**src/rtl/pipe_stage_buf.sv**
```systemverilog
// Pipeline stage buffer: valid/ready stage that clears control to a bubble when empty, with registers updated on the falling clock edge.
// Define PIPE_STAGE_SKID_EN for a two-entry main+skid buffer with a registered in_ready; without it the stage holds one entry.
module pipe_stage_buf #(
  parameter int CTRL_W = 25,
  parameter int DATA_W = 99
) (
  input  logic              clk,
  input  logic              rst,
  input  logic              flush,
  input  logic              in_valid,
  output logic              in_ready,
  input  logic [CTRL_W-1:0] in_ctrl,
  input  logic [DATA_W-1:0] in_data,
  output logic              out_valid,
  input  logic              out_ready,
  output logic [CTRL_W-1:0] out_ctrl,
  output logic [DATA_W-1:0] out_data,
  output logic [1:0]        occupancy
);

  logic              main_valid_q, main_valid_d;
  logic [CTRL_W-1:0] main_ctrl_q, main_ctrl_d;
  logic [DATA_W-1:0] main_data_q, main_data_d;
  logic              do_push, do_pop;

  assign do_push = in_valid & in_ready;
  assign do_pop  = main_valid_q & out_ready;

`ifdef PIPE_STAGE_SKID_EN
  logic              skid_valid_q, skid_valid_d;
  logic [CTRL_W-1:0] skid_ctrl_q, skid_ctrl_d;
  logic [DATA_W-1:0] skid_data_q, skid_data_d;
  logic              in_ready_q, in_ready_d;

  assign in_ready = in_ready_q;

  always_comb begin
    main_valid_d = main_valid_q;
    main_ctrl_d  = main_ctrl_q;
    main_data_d  = main_data_q;
    skid_valid_d = skid_valid_q;
    skid_ctrl_d  = skid_ctrl_q;
    skid_data_d  = skid_data_q;
    if (flush) begin
      main_valid_d = 1'b0;
      skid_valid_d = 1'b0;
    end else if (skid_valid_q) begin
      // in_ready is low while the skid is occupied, so only a release can happen
      if (do_pop) begin
        main_ctrl_d  = skid_ctrl_q;
        main_data_d  = skid_data_q;
        skid_valid_d = 1'b0;
      end
    end else if (do_push && (!main_valid_q || do_pop)) begin
      main_valid_d = 1'b1;
      main_ctrl_d  = in_ctrl;
      main_data_d  = in_data;
    end else if (do_push) begin
      skid_valid_d = 1'b1;
      skid_ctrl_d  = in_ctrl;
      skid_data_d  = in_data;
    end else if (do_pop) begin
      main_valid_d = 1'b0;
    end
    in_ready_d = ~skid_valid_d;
  end

  always_ff @(negedge clk) begin
    if (rst) begin
      skid_valid_q <= 1'b0;
      skid_ctrl_q  <= '0;
      skid_data_q  <= '0;
      in_ready_q   <= 1'b1;
    end else begin
      skid_valid_q <= skid_valid_d;
      skid_ctrl_q  <= skid_ctrl_d;
      skid_data_q  <= skid_data_d;
      in_ready_q   <= in_ready_d;
    end
  end

  assign occupancy = {1'b0, main_valid_q} + {1'b0, skid_valid_q};
`else
  // Single entry: accept while empty or while the head leaves on the same edge
  assign in_ready = ~main_valid_q | out_ready;

  always_comb begin
    main_valid_d = main_valid_q;
    main_ctrl_d  = main_ctrl_q;
    main_data_d  = main_data_q;
    if (flush) begin
      main_valid_d = 1'b0;
    end else if (do_push) begin
      main_valid_d = 1'b1;
      main_ctrl_d  = in_ctrl;
      main_data_d  = in_data;
    end else if (do_pop) begin
      main_valid_d = 1'b0;
    end
  end

  assign occupancy = {1'b0, main_valid_q};
`endif

  always_ff @(negedge clk) begin
    if (rst) begin
      main_valid_q <= 1'b0;
      main_ctrl_q  <= '0;
      main_data_q  <= '0;
    end else begin
      main_valid_q <= main_valid_d;
      main_ctrl_q  <= main_ctrl_d;
      main_data_q  <= main_data_d;
    end
  end

  // Data keeps its last value after release; only control is bubbled
  assign out_valid = main_valid_q;
  assign out_ctrl  = main_valid_q ? main_ctrl_q : '0;
  assign out_data  = main_data_q;

endmodule
```
**config.mk**
```make
export PLATFORM = sky130hd
export DESIGN_NAME = pipe_stage_buf
export DESIGN_NICKNAME = d
export VERILOG_FILES = /design/src/rtl/pipe_stage_buf.sv
export SDC_FILE = /design/constraint.sdc
export NUM_CORES = 1
export LEC_CHECK = 0
export BUFFER_PORTS_ARGS = -buffer_cell sky130_fd_sc_hd__buf_2
export CAP_MARGIN = 30
export CORE_MARGIN = 5
export CORE_UTILIZATION = 40
export CTS_CLUSTER_SIZE = 8
export DETAILED_ROUTE_END_ITERATION = 16
export PLACE_DENSITY = 0.7
export REMOVE_ABC_BUFFERS = 1
export SLEW_MARGIN = 20
export SYNTH_ARGS = -nofsm -noshare
export SYNTH_HDL_FRONTEND = slang
export SYNTH_SLANG_ARGS = --single-unit
```
**constraint.sdc**
```tcl
create_clock -name clk -period 2.1 [get_ports clk]
set_input_delay 0.105 -clock clk [delete_from_list [all_inputs] [get_ports clk]]
set_output_delay 0.105 -clock clk [all_outputs]
set_load 0.05 [all_outputs]
```
# ---- Word level (Yosys, flattened, before mapping)
# Cells that the tools add are included.
# W data, S select, Z words.
dict set report classes {
  n_bitwise 5
  reduce_logical 3
  muxes 3
}
# operator n
set ops {}
lappend ops {{$mux W25} 1}
lappend ops {{$and A1 B1 Y1} 2}
lappend ops {{$mux W1} 2}
lappend ops {{$not A1 Y1} 2}
lappend ops {{$reduce_and A2 Y1} 1}
lappend ops {{$reduce_bool A2 Y1} 1}
lappend ops {{$reduce_or A2 Y1} 1}
lappend ops {{$or A1 B1 Y1} 1}
dict set report totals {
  in_bits 129
  register_bits 125
  elab_cells 14
}

# ---- Depth between registers and ports, before layout
dict set report depth {
  ltp_word 4
  mapped_depth 6
}

==> results.toml <==
[cts]
path_clk_slew_ps = 30
cts_buffers = 17
clk_path_buf_depth = 2
root_buffer = "clkbuf_16"
cts_tree = "done"
cts.sinks = 125
clk_latency_ps = 450
htreeDepth = 4

[setup_path]
crit_path_top_delay_cell = "dfxtp_4"
required_ps = 2000
path_common_cell = "buf_6"
worstRegToRegCells = 7
r2r_setup_slack_ps = 370
critPathCaptureType = "output pin"
path_delay_family = "flip-flops"
cp_max_fo = 5
slowest_delay_ps = 390
arrival_ps = 2330
startpoint_type = "register"
critical_path_class = "register to output pin"
timing.rr.end = "out_data[89]"
crit_chain = "buf_6 -> and2_1 -> buf_6"
timing.rr.start = "out_valid"
path_buf_inv = 2

[grt]
grt_pass1_wl_mm = 26.4
grt_pass1_vias = 5930
grtUsageTotal = 0.195
grt_start_max_net_pins = 80
grt_antenna_before_repair = 1
gr-total-overflow = 0

[yosys]
avgSynthCellArea_sq_um = 10.0
yosys_warnings = 0
yosys.area.top_type = "dfxtp_1"
synth_top_area_share = 0.435
synth_sequential_area_ratio = 0.435
ys_ff_latch = 125
syn_inst = 574
netlist_area_sq_um = 5760
ys_types = 13
synth_area_leaders = "dfxtp_1, nand2b_1, mux2i_1"

[cells_and_area]
layout-drive-gt1-share = 0.469
insertedDiodeCount = 0
area_delta_synth_final_pct = 74.1
post-route-util = 0.716
fin_nets = 1113

[die]
io_pins = 257
initial_core_util = 0.412
coreArea_sq_um = 14000
die-area_sq_um = 16900
rows = 43
die_w_microns = 130
die-height_microns = 130

[detailed_routing]
drcViolationCount = 0
first_iter_violations = 195
final_antenna_net_count = 0
via_count = 5392
routed_wl_mm = 17.6
firstDrtPassIters = 4
routed_via_density = 4.59
wire_per_inst_microns = 15.0

[sta]
layout_setup_ws_ps = -339
hold-worst-slack_ps = 468
drv_slew = 0
rsz0062_at_grt = "yes"
finalHoldViolCount = 0
tns_ps = -8540
clock_skew_ps = 15.8
setup_viol = 31

[status]
status = "finished with violations"
violations = "setup timing"

[power_and_ir_drop]
peakVddDrop_mv = 0.528
p_total_mw = 7.86
powerDensity_nw_per_um2 = 784
power.leakage_nw = 4.81

[placed_design]
gp_congestion = 0.780
numPortBuffers = 255
dp_hpwl_mm = 11.1

[hold_path]
hold_class = "register to register"
min_from = "main_ctrl_q[4]"
min_delay_path_depth = 2
min_to = "main_ctrl_q[4]"

[job]
maxCapViolCount = 0
power by group:
part           internal (mW)  total [mW]  switching, mW
logic                  0.643        1.33          0.688
clock network           2.15        3.88           1.73
registers               2.54        2.65          0.109
cell families (layout without fill, tap and decap cells):
group	Yosys count	count (layout)	synth area share
buffers and inverters	47	469	0.0463
DFF	125	125	0.435
muxes	124	124	0.216
other	1	1	0.000651
and+or+nand+nor	277	277	0.303
stage by stage:
stage	cells	area (sq um)	setup slack (ps)
3_3_place_gp	981	7280	-100
4_1_cts	1144	9530	-358
3_5_place_dp	981	7280	-168
6_report	1176	10000	-339
2_1_floorplan	529	5500	-6520
5_1_grt	1176	10000	-426
worst min-delay path, cell delays in order (launching register included):
cell and delay (ps):
dfxtp_1 300, nand2b_1 60, mux2i_1 60
sequential cells by signal, summed over array words and instances, names as in the netlist:
name         cells
out_data        99
main_ctrl_q     25
out_valid        1
layer usage:
metal,vias to the layer above,GRT usage,wire length [microns]
li1,2647,-,-
met1,2489,0.194,6670
met2,215,0.321,9010
met3,39,0.0970,1470
met4,2,0.133,465
met5,-,0,20
Yosys cell counts, drive strengths merged:
cell      n
conb      1
nor3      1
dfxtp   125
inv       2
nor3b     1
clkbuf   29
nand2b  248
nor2      1
and2     25
buf      16
mux2i   124
nor2b     1
layout by cell type (no fill, tap or decap), drive strengths merged:
| master | netlist | routed |
|---|---|---|
| nor3 | 1 | 1 |
| inv | 2 | 131 |
| mux2i | 124 | 124 |
| nor2 | 1 | 1 |
| nor3b | 1 | 1 |
| nand2b | 248 | 248 |
| dfxtp | 125 | 125 |
| conb | 1 | 1 |
| buf | 16 | 312 |
| bufinv | 0 | 3 |
| and2 | 25 | 25 |
| clkinvlp | 0 | 6 |
| clkbuf | 29 | 17 |
| nor2b | 1 | 1 |
worst max-delay path by stage:
stage / startpoint / end / slack, ps / cells after the start
final: out_valid / out_ctrl[11] / -340 / 3
after global routing: out_valid / in_ready / -430 / 4
after CTS: out_valid / in_ready / -360 / 4
after detailed placement: out_ready / out_data[11] / -170 / 6
after global placement: out_ready / out_data[54] / -100 / 6
after floorplan: out_ready / main_ctrl_q[0] / -6520 / 3
layout make-up:
class / count / area [sq um]
Tap cell: 180 / 225
Sequential cell: 125 / 2630
Timing Repair Buffer: 312 / 3070
Clock inverter: 139 / 616
Multi-Input combinational cell: 402 / 3050
Clock buffer: 17 / 425
Inverter: 1 / 3.75
Fill cell: 955 / 3970
repair_timing:
action / 4_1_cts / 5_1_grt
buffers inserted: 7 / 32
endpoints found under the setup margin: 127 / 123
pin swaps: 13 / 0
hold buffers: 0 / 0
cloned: 1 / 0
gates resized for setup: 425 / 70
endpoints found under the hold margin: 0 / 0
No activity file was read; power rests on OpenSTA's default activity.
